--- src/rtl/dfd_timestamp_pkg.sv ---
// Shared constants for the DFD timestamp block: register offsets, CONFIG and
// STATUS field positions, and the timestamp width legality check.
package dfd_timestamp_pkg;

    // Register offsets relative to the register window base
    localparam int unsigned OFF_TS_LO    = 'h00;
    localparam int unsigned OFF_TS_HI    = 'h04;
    localparam int unsigned OFF_SYNC_LO  = 'h08;
    localparam int unsigned OFF_SYNC_HI  = 'h0C;
    localparam int unsigned OFF_CONFIG   = 'h10;
    localparam int unsigned OFF_STATUS   = 'h14;
    localparam int unsigned OFF_CAP_BASE = 'h20;
    localparam int unsigned CAP_STRIDE   = 8;

    // CONFIG field positions
    localparam int CFG_ARM_BIT    = 0;
    localparam int CFG_MARKER_LSB = 1;
    localparam int CFG_SEL_LSB    = 9;
    localparam int CFG_PRESC_LSB  = 12;
    localparam int CFG_MASK_LSB   = 20;
    localparam int CFG_W          = 28;

    // STATUS field positions
    localparam int STS_VALID_LSB  = 0;
    localparam int STS_OVF_LSB    = 8;

    // Timestamp width limits: the high half must hold at least one bit
    localparam int TS_WIDTH_MIN   = 33;
    localparam int TS_WIDTH_MAX   = 64;

    function automatic bit ts_width_legal(input int w);
        return (w >= TS_WIDTH_MIN) && (w <= TS_WIDTH_MAX);
    endfunction

endpackage

--- src/rtl/dfd_ts_capture_chan.sv ---
// One trigger/capture channel: rising-edge detect, timestamp capture register,
// and the sticky valid / overflow flags. A capture beats a same-cycle clear.
module dfd_ts_capture_chan #(
    parameter int TS_WIDTH = 64
) (
    input  logic                i_clk,
    input  logic                i_reset,
    input  logic                i_trig,
    input  logic                i_cap_en,
    input  logic [TS_WIDTH-1:0] i_ts,
    input  logic                i_clr_valid,
    input  logic                i_clr_ovf,
    output logic                o_rise,
    output logic [TS_WIDTH-1:0] o_capture,
    output logic                o_valid,
    output logic                o_overflow
);

    logic trig_d;
    logic capture_fire;
    logic valid_next;
    logic ovf_next;

    generic_dff #(.WIDTH(1)) u_trig_d (
        .i_clk   (i_clk),
        .i_reset (i_reset),
        .i_en    (1'b1),
        .i_d     (i_trig),
        .o_q     (trig_d)
    );

    assign o_rise       = i_trig & ~trig_d;
    assign capture_fire = o_rise & i_cap_en;

    generic_dff #(.WIDTH(TS_WIDTH)) u_capture (
        .i_clk   (i_clk),
        .i_reset (i_reset),
        .i_en    (capture_fire),
        .i_d     (i_ts),
        .o_q     (o_capture)
    );

    // Flag update: capture sets valid (and overflow if already valid), else W1C clear
    always_comb begin
        valid_next = o_valid;
        ovf_next   = o_overflow;
        if (capture_fire) begin
            valid_next = 1'b1;
        end else if (i_clr_valid) begin
            valid_next = 1'b0;
        end
        if (capture_fire && o_valid) begin
            ovf_next = 1'b1;
        end else if (i_clr_ovf) begin
            ovf_next = 1'b0;
        end
    end

    generic_dff #(.WIDTH(1)) u_valid (
        .i_clk   (i_clk),
        .i_reset (i_reset),
        .i_en    (1'b1),
        .i_d     (valid_next),
        .o_q     (o_valid)
    );

    generic_dff #(.WIDTH(1)) u_overflow (
        .i_clk   (i_clk),
        .i_reset (i_reset),
        .i_en    (1'b1),
        .i_d     (ovf_next),
        .o_q     (o_overflow)
    );

endmodule

--- src/rtl/generic_dff.sv ---
// Generic register with synchronous active-high reset and load enable.
module generic_dff #(
    parameter int WIDTH = 1
) (
    input  logic             i_clk,
    input  logic             i_reset,
    input  logic             i_en,
    input  logic [WIDTH-1:0] i_d,
    output logic [WIDTH-1:0] o_q
);

    // Load on enable, clear on reset
    always_ff @(posedge i_clk) begin
        if (i_reset) begin
            o_q <= '0;
        end else if (i_en) begin
            o_q <= i_d;
        end
    end

endmodule

--- src/rtl/dfd_timestamp_mc.sv ---
// DFD timestamp block: prescaled free-running timestamp with trigger resync,
// per-channel trigger capture, and an APB register window.
module dfd_timestamp_mc
    import dfd_timestamp_pkg::*;
#(
    parameter int                          DFD_APB_ADDR_WIDTH = 32,
    parameter int                          DFD_APB_DATA_WIDTH = 32,
    parameter logic [DFD_APB_ADDR_WIDTH-1:0] BASE_ADDR        = 'h0,
    parameter logic [DFD_APB_ADDR_WIDTH-1:0] START_OFFSET     = 'h200,
    parameter int                          TS_WIDTH           = 64,
    parameter int                          NUM_TRIG           = 4
) (
    input  logic                            i_clk,
    input  logic                            i_reset,
    input  logic [DFD_APB_ADDR_WIDTH-1:0]   i_paddr,
    input  logic                            i_psel,
    input  logic                            i_penable,
    input  logic                            i_pwrite,
    input  logic [DFD_APB_ADDR_WIDTH/8-1:0] i_pstrb,
    input  logic [DFD_APB_DATA_WIDTH-1:0]   i_pwdata,
    output logic                            o_pready,
    output logic                            o_pslverr,
    output logic [DFD_APB_DATA_WIDTH-1:0]   o_prdata,
    output logic                            o_reg_hit,
    input  logic [NUM_TRIG-1:0]             i_xtrigger,
    input  logic                            i_time_tick,
    output logic [TS_WIDTH-1:0]             o_timestamp,
    output logic [7:0]                      o_debug_marker,
    output logic [NUM_TRIG-1:0]             o_capture_valid
);

    localparam int AW   = DFD_APB_ADDR_WIDTH;
    localparam int HI_W = TS_WIDTH - 32;
    localparam logic [AW-1:0] WIN_BASE = BASE_ADDR + START_OFFSET;

    if (!ts_width_legal(TS_WIDTH) || NUM_TRIG < 1 || NUM_TRIG > 8 ||
        DFD_APB_DATA_WIDTH != 32) begin : g_param_check
        $error("dfd_timestamp_mc: unsupported parameter combination");
    end

    // APB pipeline
    logic          psel_reg;
    logic [AW-1:0] paddr_reg;
    logic [31:0]   pwdata_reg;
    logic          strb_all_reg;
    logic          setup_rd_reg;
    logic          setup_wr_reg;
    logic          pready_reg;
    logic [31:0]   prdata_reg;

    // Core state
    logic [TS_WIDTH-1:0] ts_reg, ts_next;
    logic [TS_WIDTH-1:0] sync_reg, sync_next;
    logic [CFG_W-1:0]    cfg_reg, cfg_next;
    logic [7:0]          presc_reg, presc_next;

    // Decode
    logic [AW-1:0] rel_addr;
    logic [6:0]    rel_lo;
    logic          in_window;
    logic          dec_ts_lo, dec_ts_hi, dec_sync_lo, dec_sync_hi, dec_cfg, dec_sts, dec_cap;
    logic [2:0]    cap_idx;
    logic          addr_hit;
    logic [31:0]   rd_data;
    logic          wr_commit;

    // Channel buses padded to 8 so unused channels read as zero
    logic [7:0]        rise_bus, valid_bus, ovf_bus;
    logic [7:0][63:0]  cap_bus;
    logic [63:0]       ts_ext, sync_ext;

    logic       ts_inc;
    logic       resync_fire;
    logic [2:0] cfg_sel;

    assign rel_addr  = paddr_reg - WIN_BASE;
    assign rel_lo    = rel_addr[6:0];
    assign in_window = ~|rel_addr[AW-1:7];
    assign ts_ext    = 64'(ts_reg);
    assign sync_ext  = 64'(sync_reg);
    assign cap_idx   = rel_lo[5:3] - 3'(OFF_CAP_BASE >> 3);
    assign wr_commit = setup_wr_reg & strb_all_reg;

    // Address decode and read-data mux on the registered address
    always_comb begin
        dec_ts_lo   = 1'b0;
        dec_ts_hi   = 1'b0;
        dec_sync_lo = 1'b0;
        dec_sync_hi = 1'b0;
        dec_cfg     = 1'b0;
        dec_sts     = 1'b0;
        dec_cap     = 1'b0;
        rd_data     = '0;
        if (in_window) begin
            case (rel_lo)
                7'(OFF_TS_LO):   dec_ts_lo   = 1'b1;
                7'(OFF_TS_HI):   dec_ts_hi   = 1'b1;
                7'(OFF_SYNC_LO): dec_sync_lo = 1'b1;
                7'(OFF_SYNC_HI): dec_sync_hi = 1'b1;
                7'(OFF_CONFIG):  dec_cfg     = 1'b1;
                7'(OFF_STATUS):  dec_sts     = 1'b1;
                default: begin
                    dec_cap = (rel_lo[1:0] == 2'b00) &&
                              (rel_lo >= 7'(OFF_CAP_BASE)) &&
                              (rel_lo <  7'(OFF_CAP_BASE + CAP_STRIDE * NUM_TRIG));
                end
            endcase
        end
        if (dec_ts_lo)   rd_data = ts_ext[31:0];
        if (dec_ts_hi)   rd_data = ts_ext[63:32];
        if (dec_sync_lo) rd_data = sync_ext[31:0];
        if (dec_sync_hi) rd_data = sync_ext[63:32];
        if (dec_cfg)     rd_data = 32'(cfg_reg);
        if (dec_sts)     rd_data = {16'h0, ovf_bus, valid_bus};
        if (dec_cap)     rd_data = rel_lo[2] ? cap_bus[cap_idx][63:32] : cap_bus[cap_idx][31:0];
        addr_hit = dec_ts_lo | dec_ts_hi | dec_sync_lo | dec_sync_hi | dec_cfg | dec_sts | dec_cap;
    end

    // APB pipeline: register the setup phase, answer one cycle later on a hit only
    always_ff @(posedge i_clk) begin
        if (i_reset) begin
            psel_reg     <= 1'b0;
            paddr_reg    <= '0;
            pwdata_reg   <= '0;
            strb_all_reg <= 1'b0;
            setup_rd_reg <= 1'b0;
            setup_wr_reg <= 1'b0;
            pready_reg   <= 1'b0;
            prdata_reg   <= '0;
        end else begin
            psel_reg     <= i_psel;
            paddr_reg    <= i_paddr;
            pwdata_reg   <= i_pwdata;
            strb_all_reg <= &i_pstrb;
            setup_rd_reg <= i_psel & ~i_penable & ~i_pwrite;
            setup_wr_reg <= i_psel & ~i_penable & i_pwrite;
            pready_reg   <= (setup_rd_reg | setup_wr_reg) & addr_hit;
            prdata_reg   <= (setup_rd_reg & addr_hit) ? rd_data : '0;
        end
    end

    assign cfg_sel     = cfg_reg[CFG_SEL_LSB +: 3];
    assign resync_fire = cfg_reg[CFG_ARM_BIT] & rise_bus[cfg_sel];

    // Next-state for prescaler, timestamp, SYNC and CONFIG
    always_comb begin
        presc_next = presc_reg;
        ts_inc     = 1'b0;
        if (resync_fire) begin
            presc_next = '0;
        end else if (i_time_tick) begin
            if (presc_reg == cfg_reg[CFG_PRESC_LSB +: 8]) begin
                presc_next = '0;
                ts_inc     = 1'b1;
            end else begin
                presc_next = presc_reg + 8'd1;
            end
        end

        // Resync beats increment; an APB half-write then overrides just that half
        ts_next = ts_reg;
        if (resync_fire) begin
            ts_next = sync_reg;
        end else if (ts_inc) begin
            ts_next = ts_reg + TS_WIDTH'(1);
        end
        if (wr_commit && dec_ts_lo) ts_next[31:0]          = pwdata_reg;
        if (wr_commit && dec_ts_hi) ts_next[TS_WIDTH-1:32] = pwdata_reg[HI_W-1:0];

        sync_next = sync_reg;
        if (wr_commit && dec_sync_lo) sync_next[31:0]          = pwdata_reg;
        if (wr_commit && dec_sync_hi) sync_next[TS_WIDTH-1:32] = pwdata_reg[HI_W-1:0];

        cfg_next = cfg_reg;
        if (wr_commit && dec_cfg) begin
            cfg_next = pwdata_reg[CFG_W-1:0];
        end else if (resync_fire) begin
            cfg_next[CFG_ARM_BIT] = 1'b0;
        end
    end

    // Core state registers
    always_ff @(posedge i_clk) begin
        if (i_reset) begin
            ts_reg    <= '0;
            sync_reg  <= '0;
            cfg_reg   <= '0;
            presc_reg <= '0;
        end else begin
            ts_reg    <= ts_next;
            sync_reg  <= sync_next;
            cfg_reg   <= cfg_next;
            presc_reg <= presc_next;
        end
    end

    for (genvar gi = 0; gi < 8; gi++) begin : g_chan
        if (gi < NUM_TRIG) begin : g_inst
            logic [TS_WIDTH-1:0] cap_q;
            dfd_ts_capture_chan #(.TS_WIDTH(TS_WIDTH)) u_chan (
                .i_clk       (i_clk),
                .i_reset     (i_reset),
                .i_trig      (i_xtrigger[gi]),
                .i_cap_en    (cfg_reg[CFG_MASK_LSB + gi]),
                .i_ts        (ts_reg),
                .i_clr_valid (wr_commit & dec_sts & pwdata_reg[STS_VALID_LSB + gi]),
                .i_clr_ovf   (wr_commit & dec_sts & pwdata_reg[STS_OVF_LSB + gi]),
                .o_rise      (rise_bus[gi]),
                .o_capture   (cap_q),
                .o_valid     (valid_bus[gi]),
                .o_overflow  (ovf_bus[gi])
            );
            assign cap_bus[gi] = 64'(cap_q);
        end else begin : g_pad
            assign rise_bus[gi]  = 1'b0;
            assign valid_bus[gi] = 1'b0;
            assign ovf_bus[gi]   = 1'b0;
            assign cap_bus[gi]   = '0;
        end
    end

    assign o_pready        = pready_reg;
    assign o_pslverr       = 1'b0;
    assign o_prdata        = prdata_reg;
    assign o_reg_hit       = psel_reg & addr_hit;
    assign o_timestamp     = ts_reg;
    assign o_debug_marker  = cfg_reg[CFG_MARKER_LSB +: 8];
    assign o_capture_valid = valid_bus[NUM_TRIG-1:0];

endmodule

--- config.mk ---
export PLATFORM = sky130hd
export DESIGN_NAME = dfd_timestamp_mc
export DESIGN_NICKNAME = d
export VERILOG_FILES = /design/src/rtl/dfd_timestamp_pkg.sv /design/src/rtl/dfd_ts_capture_chan.sv /design/src/rtl/generic_dff.sv /design/src/rtl/dfd_timestamp_mc.sv
export SDC_FILE = /design/constraint.sdc
export NUM_CORES = 1
export LEC_CHECK = 0
export BUFFER_PORTS_ARGS = -buffer_cell sky130_fd_sc_hd__buf_2
export CAP_MARGIN = 10
export CORE_MARGIN = 2
export CORE_UTILIZATION = 30
export DETAILED_ROUTE_END_ITERATION = 10
export SLEW_MARGIN = 20
export SYNTH_ARGS = -nofsm -noshare
export SYNTH_HDL_FRONTEND = slang
export SYNTH_SLANG_ARGS = --single-unit
--- constraint.sdc ---
create_clock -name i_clk -period 2.81 [get_ports i_clk]
set_input_delay 0.562 -clock i_clk [delete_from_list [all_inputs] [get_ports i_clk]]
set_output_delay 0.562 -clock i_clk [all_outputs]
set_load 0.1 [all_outputs]
# After elaboration in Yosys (flattened, before gate mapping)
# Cells that the tools add are included.
dict set report word_totals {
  regBits 533
  latchBits 0
  ram_bits 0
  rom_bits 0
  in_bits 78
  output_inout_bits 111
  memories 0
}
dict set report op_classes {
  n_addsub 4
  mul 0
  div_mod_pow 0
  order_cmp 4
  n_eq_ne 6
  n_shift 0
  n_mux 52
  bitwise_logic 39
  reduce_logical 29
}
# op count
set ops {}
lappend ops {{32-bit two-way mux} 10}
lappend ops {{64-bit binary-select mux with 3-bit select} 1}
lappend ops {{64-bit two-way mux} 3}
lappend ops {{64-bit by 1-bit adder with 64-bit output (second input constant)} 1}
lappend ops {{1-bit two-way mux} 36}
lappend ops {{32-bit by 10-bit subtractor with 32-bit output (second input constant)} 1}
lappend ops {{1-bit AND} 25}
lappend ops {{25-bit OR reduction} 1}
lappend ops {{2-bit nonzero test} 9}
lappend ops {{7-bit by 4-bit equality test with 1-bit output (second input constant)} 2}
lappend ops {{7-bit by 5-bit equality test with 1-bit output (second input constant)} 2}
lappend ops {{1-bit logical AND} 11}
lappend ops {{8-bit by 1-bit adder with 8-bit output (second input constant)} 1}
lappend ops {{8-bit equality test} 1}
lappend ops {{3-bit by 4-bit less-than comparator with 1-bit output (second input constant)} 2}
lappend ops {{8-bit two-way mux} 1}
lappend ops {{7-bit by 3-bit equality test with 1-bit output (second input constant)} 1}
lappend ops {{7-bit by 6-bit greater-or-equal comparator with 1-bit output (second input constant)} 1}
lappend ops {{7-bit logical NOT} 1}
lappend ops {{7-bit less-than comparator (second input constant)} 1}
lappend ops {{1-bit NOT} 7}
lappend ops {{1-bit OR} 7}
lappend ops {{3-bit nonzero test} 2}
lappend ops {{6-bit OR reduction} 1}
lappend ops {{5 further kinds} 6}

# Depth between registers and ports, before layout
# Gate-level depths: netlist (run 1).
dict set report depth {
  depth_word 13
  mapped_depth 10
}

# By module
# From an unflattened synthesis (run 1), not the netlist that was laid out.
dict set report hier_totals {
  hier_cells 2560
  area_unflattened_um2 24322.1
}
# module instances cells_each area_per_inst_um2 seq_area_each_um2
set modules_own_cells {}
lappend modules_own_cells {dfd_timestamp_mc 1 1672 14582.7 5305.1}
lappend modules_own_cells {{generic_dff (g_chan[0].g_inst.u_chan.u_capture ...)} 4 206 2290.9 1281.2}
lappend modules_own_cells {{generic_dff (g_chan[0].g_inst.u_chan.u_overflow ...)} 12 3 33.8 20.0}
lappend modules_own_cells {dfd_ts_capture_chan 4 7 42.5 0.0}

# Least setup slack after synthesis (run 1)
# OpenSTA, ideal clock, no wires.
dict set report synth_timing {
  path_type {register to register}
  startpoint {register ts_reg[14] (netlist: o_timestamp[14])}
  endpoint {register ts_reg[56] (netlist: o_timestamp[56])}
  setup_time_ns 0.130
  arrival_ns 3.309
  t_required_ns 2.680
  slack_ns -0.629
  stages_incl_launch_ff 10
  n_path_buf 2
  period_less_slack_ns 3.439
  cell_sequence {dfxtp_1 -> buf_2 -> nand2_1 -> or3_4 -> or4_1 -> or4_4 -> buf_6 -> a31o_2 -> nor3_2 -> nor3_2}
}
dict set report synth_via {
  elab_chain_cells 4
}
# element line
set synth_rtl {}
lappend synth_rtl {{start: declaration} dfd_timestamp_mc.sv:52} ;# logic [TS_WIDTH-1:0] ts_reg, ts_next;
lappend synth_rtl {{start signal: assignment} dfd_timestamp_mc.sv:190} ;# ts_reg <= ts_next;
lappend synth_rtl {{64-bit by 1-bit adder with 64-bit output} dfd_timestamp_mc.sv:165} ;# ts_next = ts_reg + TS_WIDTH'(1);
lappend synth_rtl {{64-bit two-way mux} dfd_timestamp_mc.sv:164} ;# end else if (ts_inc) begin
lappend synth_rtl {{64-bit two-way mux} dfd_timestamp_mc.sv:162} ;# if (resync_fire) begin
lappend synth_rtl {{32-bit two-way mux} dfd_timestamp_mc.sv:168} ;# if (wr_commit && dec_ts_hi) ts_next[TS_WIDTH-1:32] = pwdata_reg[HI_W-1:0];
# No other way between the ends. The select of a mux whose other input is x is not followed.
# A chain may end at the register's enable or synchronous reset.

# Final worst setup path (run 1)
dict set report layout_timing {
  startpoint {register paddr_reg[17]}
  endpoint {output o_reg_hit}
}
dict set report layout_via {
  elab_chain_cells 10
  elab_cells_between_ends 16
}
# element line
set layout_rtl {}
lappend layout_rtl {{start: declaration} dfd_timestamp_mc.sv:43} ;# logic [AW-1:0] paddr_reg;
lappend layout_rtl {{start signal: assignment} dfd_timestamp_mc.sv:132} ;# paddr_reg <= i_paddr;
lappend layout_rtl {{32-bit by 10-bit subtractor with 32-bit output *} dfd_timestamp_mc.sv:76} ;# assign rel_addr = paddr_reg - WIN_BASE;
lappend layout_rtl {{25-bit OR reduction *} dfd_timestamp_mc.sv:78} ;# assign in_window = ~|rel_addr[AW-1:7];
lappend layout_rtl {{1-bit two-way mux} dfd_timestamp_mc.sv:94} ;# if (in_window) begin
lappend layout_rtl {{1-bit OR (5 in a row)} dfd_timestamp_mc.sv:116} ;# addr_hit = dec_ts_lo | dec_ts_hi | dec_sync_lo | dec_sync_hi | dec_cfg | dec_sts | dec_cap;
lappend layout_rtl {{1-bit OR *} dfd_timestamp_mc.sv:116}
lappend layout_rtl {{1-bit AND *} dfd_timestamp_mc.sv:225} ;# assign o_reg_hit = psel_reg & addr_hit;
lappend layout_rtl {{end: declaration} dfd_timestamp_mc.sv:24} ;# output logic o_reg_hit,
# Mark *: on every way between the ends. The rest lies on a longest branch, timed or not.

==> metrics, run 1 <==
CTS root buf clkbuf_16; Cell Area, Synth 23300 um2; EDFF count, synth 0; maxcap violations 0; Reg clk slew, reported paths 0.06 ns; pin count of the biggest net entering global routing 139; R2R depth 8; drt pass-1 iters 5; Yosys Warn Count 0; clock buffer depth 3; CTS sink cnt 533; Port-buffer cells 187; most common cell after layout, fill and taps aside nand2_1; Mapped Nets 2887; die area 80000 um2; Rel. slew slack 41.8%; Crit Path Category flip-flop to output pin; # hold bufs at CTS 0; Placed Instance Area 26000 um2; commonest cells after routing, fill and taps aside 758 x nand2_1, 486 x dfxtp_1, 412 x a21oi_1; fin util 36.0%; vias post-DR 21000; Nets 2995; total grt overflow 0; Routed wire per std cell 21.0 um; critical path arrival 2.37 ns; number of flip-flops in the largest register 256; min-delay worst type input pin to flip-flop; Fmax 341 MHz; Vias/cell 5.26; Slew Viols, Final 0; Max IR drop VDD 0.000429 V; CTS H-tree depth 2; CP max FO 2; synth unique cells 62; clk_lat worst skew 0.59 ns; Starting Density 30.2%; power density over the cells 563 nW/um2; worst slew pin tran 0.873 ns; final setup vio count 1; cts bufs inserted 52; Final min period 2.93 ns; #FFs+latches synth 533; setup ws final -0.123 ns; Main synth FF type dfxtp_1; CP Launch Type flip-flop; final worst-path cycle share 104%; detailed-route DRC error count 0; design area 27800 um2; Diodes inserted 0; Syn Area/Cell 8.31 um2; Req. time, crit path 2.25 ns; die width 283 um; vias in the first global route 19800; Clock Skew 0.0151 ns; Mapped Cells 2807; hold depth 2; initial antenna violation count 0; RSZ-0062 raised after global routing yes; failing checks negative setup slack; proportion of layout cells with a drive suffix above 1 19.5%; row count 102; Die H 283 um; Initial DRC Count 2415; Fin. Hold Viols 0; crit end category output pin; WL final 83700 um; async set-reset flop share out of synthesis 0%; io pins 189; placed wire-length estimate 54200 um; Hold Slack 0.154 ns; Layout area overhead 19.4%; Lkg Pwr 9.81 nW; Reg with most FFs g_chan.g_inst.u_chan.u_capture.o_q; global-route wire length before repair 125000 um; Routed Antenna Nets 0; status finished, violations left; All-Layer GR Usage 20.6%; CTS tree yes; GP Congestion 0.893; R2R setup slack 0.09 ns; Seq/Total Area, Yosys 45.8%; Core Box Area 77200 um2
cells in the mapped netlist, drive strengths merged (39+ instances only):
master,count,area (um2)
nor2,148,556
nand2,760,2850
mux4,69,1550
nor2b,72,450
mux2i,53,531
xnor2,54,473
a21oi,413,2070
a211oi,39,293
nor3,40,220
dfxtp,533,10700
buf,90,459
clkbuf,185,702
power by group:
group          switching, mW  internal (mW)
clock network           3.06           4.23
registers              0.105           7.60
logic                  0.443          0.233
final timing paths:
check | start | endpoint
max reg2reg | paddr_reg[18] | o_timestamp[28]
max | paddr_reg[17] | o_reg_hit
min reg2reg | g_chan[1].g_inst.u_chan.u_capture.o_q[29] | g_chan[1].g_inst.u_chan.u_capture.o_q[29]
min | i_penable | setup_rd_reg
kinds of logic (layout without fill, tap and decap cells):
family                     count (synthesis)  after routing  synth area share (%)
and+or+nand+nor                         1157           1157                  21.4
AOI/OAI and AO/OA                        625            625                  15.7
DFF                                      533            533                  45.8
buffers and inverters                    293            437                  5.27
muxes                                    127            127                  9.18
xor gates and xnor gates                  69             69                  2.59
adders and majority gates                  2              2                 0.107
other                                      1              1                0.0161
what timing repair did:
| item | 4_1_cts | 5_1_grt |
|---|---|---|
| buffers inserted | 2 | 0 |
| pin swaps | 6 | 5 |
| gates resized for setup | 6 | 10 |
| cloned | 0 | 1 |
| setup endpoints to repair | 1 | 65 |
metrics by stage:
| step | cells | setup WS [ns] | power [mW] | setup TNS (ns) |
|---|---|---|---|---|
| after floorplan | 2807 | -0.0944 | 8.23 | -0.178 |
| after global placement | 3898 | 0.0983 | 8.53 | 0 |
| after detailed placement | 3898 | 0.0633 | 8.53 | 0 |
| after CTS | 3990 | -0.191 | 15.8 | -0.191 |
| after global routing | 3991 | -0.208 | 16.2 | -0.209 |
| final | 3991 | -0.123 | 15.7 | -0.123 |
routing by layer:
layer | GRT usage (%) | routed length (um) | up-vias
met5 | 0 | 0 | -
met1 | 28.3 | 36300 | 10200
met2 | 31.9 | 36700 | 906
met3 | 4.27 | 7700 | 150
li1 | - | - | 9771
met4 | 7.50 | 3000 | 0
worst max-delay path: stages, from the launching register on:
cell	delay [ns]
dfxtp_1	0.31
nor3_2	0.18
nand4_1	0.18
or3_4	0.37
or2_4	0.25
a21oi_4	0.13
and3_4	0.20
buf_12	0.17
area by class of cell:
type / instances / area, um2
fillers: 7934 / 49400
clock inverters: 13 / 153
repair buffers: 329 / 2370
well taps: 1040 / 1300
flip-flops and latches: 533 / 10800
multi-input cells: 1981 / 11500
inverters: 18 / 67.6
clock buffers: 77 / 1610
(Power assumes the default switching activity.)
==> run 2: changes to the inputs <==
CTS_BUF_LIST = sky130_fd_sc_hd__clkbuf_4 sky130_fd_sc_hd__clkbuf_8   (was unset)
==> metrics, run 2 (synthesis gave the netlist of run 1 again) <==
CTS tree yes; most common cell after layout, fill and taps aside nand2_1; vias in the first global route 19900 (+0.44%); commonest cells after routing, fill and taps aside 758 x nand2_1, 486 x dfxtp_1, 412 x a21oi_1; Reg with most FFs g_chan.g_inst.u_chan.u_capture.o_q; Crit Path Category flip-flop to output pin; All-Layer GR Usage 20.8% (+0.17 points); final worst-path cycle share 106% (+1.2 points); Core Box Area 77200 um2 (unchanged); design area 27800 um2 (-0.22%); total area of sequential cells 10800 um2 (unchanged); status finished, violations left; Initial DRC Count 2530 (+4.8%); Reg clk slew, reported paths 0.06 ns (about the same); Routed Antenna Nets 0 (unchanged); maxcap violations 0 (unchanged); # hold bufs at CTS 0 (unchanged); footprint of the multi-input gates 11500 um2 (unchanged); critical path arrival 2.41 ns (+0.04 ns); FILL cells 7950 (+0.20%); crit end category output pin; RSZ-0062 raised after global routing yes; failing checks negative setup slack; number of flip-flops in the largest register 256 (unchanged); Rel. slew slack 42.1% (+0.25 points); Vias/cell 5.22 (-0.71%); final setup vio count 1 (unchanged); Fmax 337 MHz (-1.2%); CTS sink cnt 533 (unchanged); WL final 84800 um (+1.3%); total grt overflow 0 (unchanged); vias post-DR 21100 (+0.49%); row count 102 (unchanged); Final min period 2.97 ns (+0.0348 ns); proportion of layout cells with a drive suffix above 1 21.0% (+1.5 points); GP Congestion 0.893 (unchanged); Port-buffer cells 187 (unchanged); CP Launch Type flip-flop; Fin. Hold Viols 0 (unchanged); CTS H-tree depth 3 (+1); clk_lat worst skew 0.65 ns (+0.06 ns); CP max FO 2 (unchanged); Lkg Pwr 9.84 nW (+0.23%); detailed-route DRC error count 0 (unchanged); io pins 189 (unchanged); Placed Instance Area 26000 um2 (unchanged); cts bufs inserted 82 (+58%); Cells after DPL 3898 (unchanged); placed wire-length estimate 54200 um (unchanged); fin cells 4039 (+1.2%); Clock Skew 0.0261 ns (+0.0110 ns); setup ws final -0.158 ns (-0.0348 ns); pin count of the biggest net entering global routing 139 (unchanged); R2R depth 8 (unchanged); worst slew pin tran 0.869 ns (-0.00377 ns); Req. time, crit path 2.25 ns (about the same); Die H 283 um (unchanged); Pwr Total 15.2 mW (-3.2%); Slew Viols, Final 0 (unchanged); initial antenna violation count 1 (+1); CTS root buf clkbuf_8; clock buffer depth 3 (unchanged); die width 283 um (unchanged); power density over the cells 547 nW/um2 (-2.9%); Nets 3026 (+1.0%); hold depth 2 (unchanged); Max IR drop VDD 0.000414 V (-3.5%); Layout area overhead 19.1%; Starting Density 30.2% (unchanged); drt pass-1 iters 8 (+3); min-delay worst type input pin to flip-flop; Routed wire per std cell 21.0 um (+0.14%); global-route wire length before repair 126000 um (+0.45%); die area 80000 um2 (unchanged)
[run 2: worst paths after layout]
kind	start	endpoint	slack, ns
max	paddr_reg[23]	o_reg_hit	-0.16
min	i_penable	setup_rd_reg	0.09
max reg2reg	paddr_reg[18]	sync_ext[29]	0.06
min reg2reg	g_chan[1].g_inst.u_chan.u_capture.o_q[61]	g_chan[1].g_inst.u_chan.u_capture.o_q[61]	0.45
[run 2: worst max-delay path: stages, from the launching register on]
cell     delay, ns
dfxtp_1       0.30
nor3_2        0.17
nand4_1       0.17
or3_4         0.37
or2_4         0.25
a21oi_4       0.13
and3_4        0.20
buf_12        0.17
[run 2: layout make-up]
| cell class | count | share of cell area, % |
|---|---|---|
| Antenna cell | 1 | 0.00901 |
| Clock buffer | 127 | 5.66 |
| Clock inverter | 9 | 0.361 |
| Inverter | 18 | 0.243 |
| Multi-Input combinational cell | 1981 | 41.6 |
| Sequential cell | 533 | 38.8 |
| Tap cell | 1040 | 4.69 |
| Timing Repair Buffer | 330 | 8.64 |
[run 2: repair_timing]
| item | CTS | global route |
|---|---|---|
| endpoints found under the hold margin | 0 | 0 |
| pin swaps | 6 | 4 |
| setup buffers | 2 | 0 |
| setup endpoints to repair | 1 | 66 |
| resized for setup | 6 | 10 |
| cloned | 0 | 2 |
[run 2: where the power goes]
part           switching (mW)  total (mW)  internal (mW)
clock network            3.08        6.79           3.71
logic                   0.442       0.675          0.233
registers               0.106        7.71           7.60
[run 2: routing by layer]
layer | share of wire (%) | up-vias | global-route usage, %
met5 | 0 | - | 0
met4 | 4.1 | 0 | 8.18
met3 | 8.6 | 187 | 4.22
met2 | 43 | 933 | 32.0
met1 | 44 | 10200 | 28.5
li1 | - | 9832 | -
[run 2: metrics by stage]
step                hold WS [ns]  util [%]  TNS, ns  worst slack, ns
finish                    0.0942      36.0   -0.158           -0.158
global route              0.0822      36.0   -0.302           -0.299
CTS                       0.0637      35.8   -0.264           -0.264
detailed placement         0.444      33.6        0           0.0633
global placement           0.438      33.6        0           0.0983
floorplan                  0.432         -   -0.178          -0.0944
==> run 3: changes to the inputs <==
CORE_MARGIN = 5   (was 2)
==> metrics, run 3 (synthesis gave the netlist of run 1 again) <==
status finished, violations left; failing checks negative setup slack; CTS H-tree depth 3 (unchanged); Starting Density 30.2% (unchanged); initial antenna violation count 2 (+1); Nets 3034 (+0.26%); setup ws final -0.225 ns (-0.0669 ns); die area 83400 um2 (+4.3%); Initial DRC Count 2203 (-13%); RSZ-0062 raised after global routing yes; Core Box Area 77200 um2 (unchanged); Final min period 3.03 ns (+0.0669 ns); Slowest-stage cell, CP or3_4; clock buffer depth 3 (unchanged); placed wire-length estimate 56900 um (+5.0%); GP Congestion 0.913 (+2.2%); CTS tree yes; Clock Skew 0.0230 ns (-0.00303 ns); CTS root buf clkbuf_8; CP cell instances nor3_2 > nand4_1 > or3_4 > or2_4 > a21oi_4 > and3_4 > buf_12; number of flip-flops in the largest register 256 (unchanged); commonest cells after routing, fill and taps aside 759 x nand2_1, 486 x dfxtp_1, 412 x a21oi_1; power density over the cells 559 nW/um2 (+2.2%); Routed wire per std cell 21.1 um (+0.31%); io pins 189 (unchanged); Reg with most FFs g_chan.g_inst.u_chan.u_capture.o_q; maxcap violations 0 (unchanged); proportion of layout cells with a drive suffix above 1 21.5% (+0.45 points); global-route wire length before repair 128000 um (+1.8%); Worst path max stage delay 0.38 ns (about the same); detailed-route DRC error count 0 (unchanged); R2R Path Start paddr_reg[18]; Reg clk slew, reported paths 0.06 ns (about the same); pin count of the biggest net entering global routing 142 (+2.2%); Vias/cell 5.25 (+0.46%); vias in the first global route 20200 (+1.6%); WL final 85500 um (+0.76%); Layout area overhead 19.9%; die width 289 um (+2.1%); Fmax 330 MHz (-2.2%); Rel. slew slack 46.1% (+4.1 points); cts bufs inserted 85 (+3.7%); critical path arrival 2.47 ns (+0.06 ns); CP max FO 3 (+1); R2R setup slack 0.04 ns (-0.02 ns); CTS sink cnt 533 (unchanged); worst slew pin tran 0.808 ns (-0.0612 ns); R2R Path End sync_ext[11]; Lkg Pwr 9.95 nW (+1.1%); final worst-path cycle share 108% (+2.4 points); hold path startpoint i_penable; Routed Antenna Nets 0 (unchanged); Req. time, crit path 2.25 ns (about the same); Die H 289 um (+2.1%); hold depth 2 (unchanged); Crit Path Category flip-flop to output pin; Port-buffer cells 187 (unchanged); Setup WS pre-CTS 0.0555 ns (-0.00781 ns); total grt overflow 0 (unchanged); CP Launch Type flip-flop; most common cell after layout, fill and taps aside nand2_1; Max IR drop VDD 0.000410 V (-0.97%); min-delay worst type input pin to flip-flop; Fin. Hold Viols 0 (unchanged); setup TNS -0.225 ns (-0.0669 ns); drt pass-1 iters 6 (-2); Slew Viols, Final 0 (unchanged); R2R depth 8 (unchanged); All-Layer GR Usage 19.9% (-0.89 points); vias post-DR 21300 (+0.91%); crit end category output pin; row count 102 (unchanged); clk_lat worst skew 0.68 ns (+0.03 ns); final setup vio count 1 (unchanged); Hold Path Sink setup_rd_reg
-- run 3: final cells by class --
class | count | area, um2
Fill cell | 7980 | 49200
Inverter | 18 | 67.6
Timing Repair Buffer | 335 | 2420
Sequential cell | 533 | 10800
Multi-Input combinational cell | 1981 | 11600
Tap cell | 1040 | 1300
Clock inverter | 9 | 97.6
Antenna cell | 2 | 5.00
Clock buffer | 139 | 1730
-- run 3: worst max-delay path by stage --
stage	start	endpoint	slack [ns]	cells past startpoint
2_1_floorplan	o_timestamp[12]	o_timestamp[56]	-0.09	9
5_1_grt	paddr_reg[23]	o_reg_hit	-0.35	8
6_report	paddr_reg[23]	o_reg_hit	-0.22	7
3_3_place_gp	paddr_reg[18]	sync_ext[2]	0.12	8
4_1_cts	paddr_reg[17]	o_reg_hit	-0.35	7
3_5_place_dp	paddr_reg[18]	o_timestamp[28]	0.06	8
-- run 3: critical path, delay by kind of cell (launching register included) --
kind,cells,cell delay (ns)
simple gates,5,1.17
flops,1,0.30
compound gates,1,0.17
buf+inv,1,0.17
-- run 3: metal layers --
layer / part of all wire, % / vias up / global-route usage, % / routed length (um)
met1: 43 / 10200 / 27.6 / 36900
met3: 9.4 / 185 / 4.18 / 8010
met5: 0 / - / 0 / 0
met4: 3.3 / 0 / 6.77 / 2820
li1: - / 9854 / - / -
met2: 44 / 1007 / 30.9 / 37800
-- run 3: through the flow --
step	hold slack [ns]	instances	total power, mW	util [%]	instance area, um2
2_1_floorplan	0.432	2807	8.23	-	23500
3_3_place_gp	0.438	3905	8.53	33.7	26000
3_5_place_dp	0.445	3905	8.53	33.7	26000
4_1_cts	0.0202	4053	15.7	36.1	27900
5_1_grt	0.0472	4057	16.1	36.2	28000
6_report	0.0701	4057	15.6	36.2	28000
-- run 3: power by group --
group | switching, mW | total, mW | internal [mW]
registers | 0.0990 | 7.70 | 7.60
logic | 0.454 | 0.688 | 0.233
clock network | 3.18 | 7.23 | 4.05
total | 3.73 | 15.6 | 11.9
-- run 3: what timing repair did --
item,4_1_cts,5_1_grt
buffers inserted,0,1
gates resized for setup,4,14
pin swaps,6,6
hold endpoints to repair,0,0
setup endpoints to repair,1,75
cloned,0,1
hold buffers,0,0
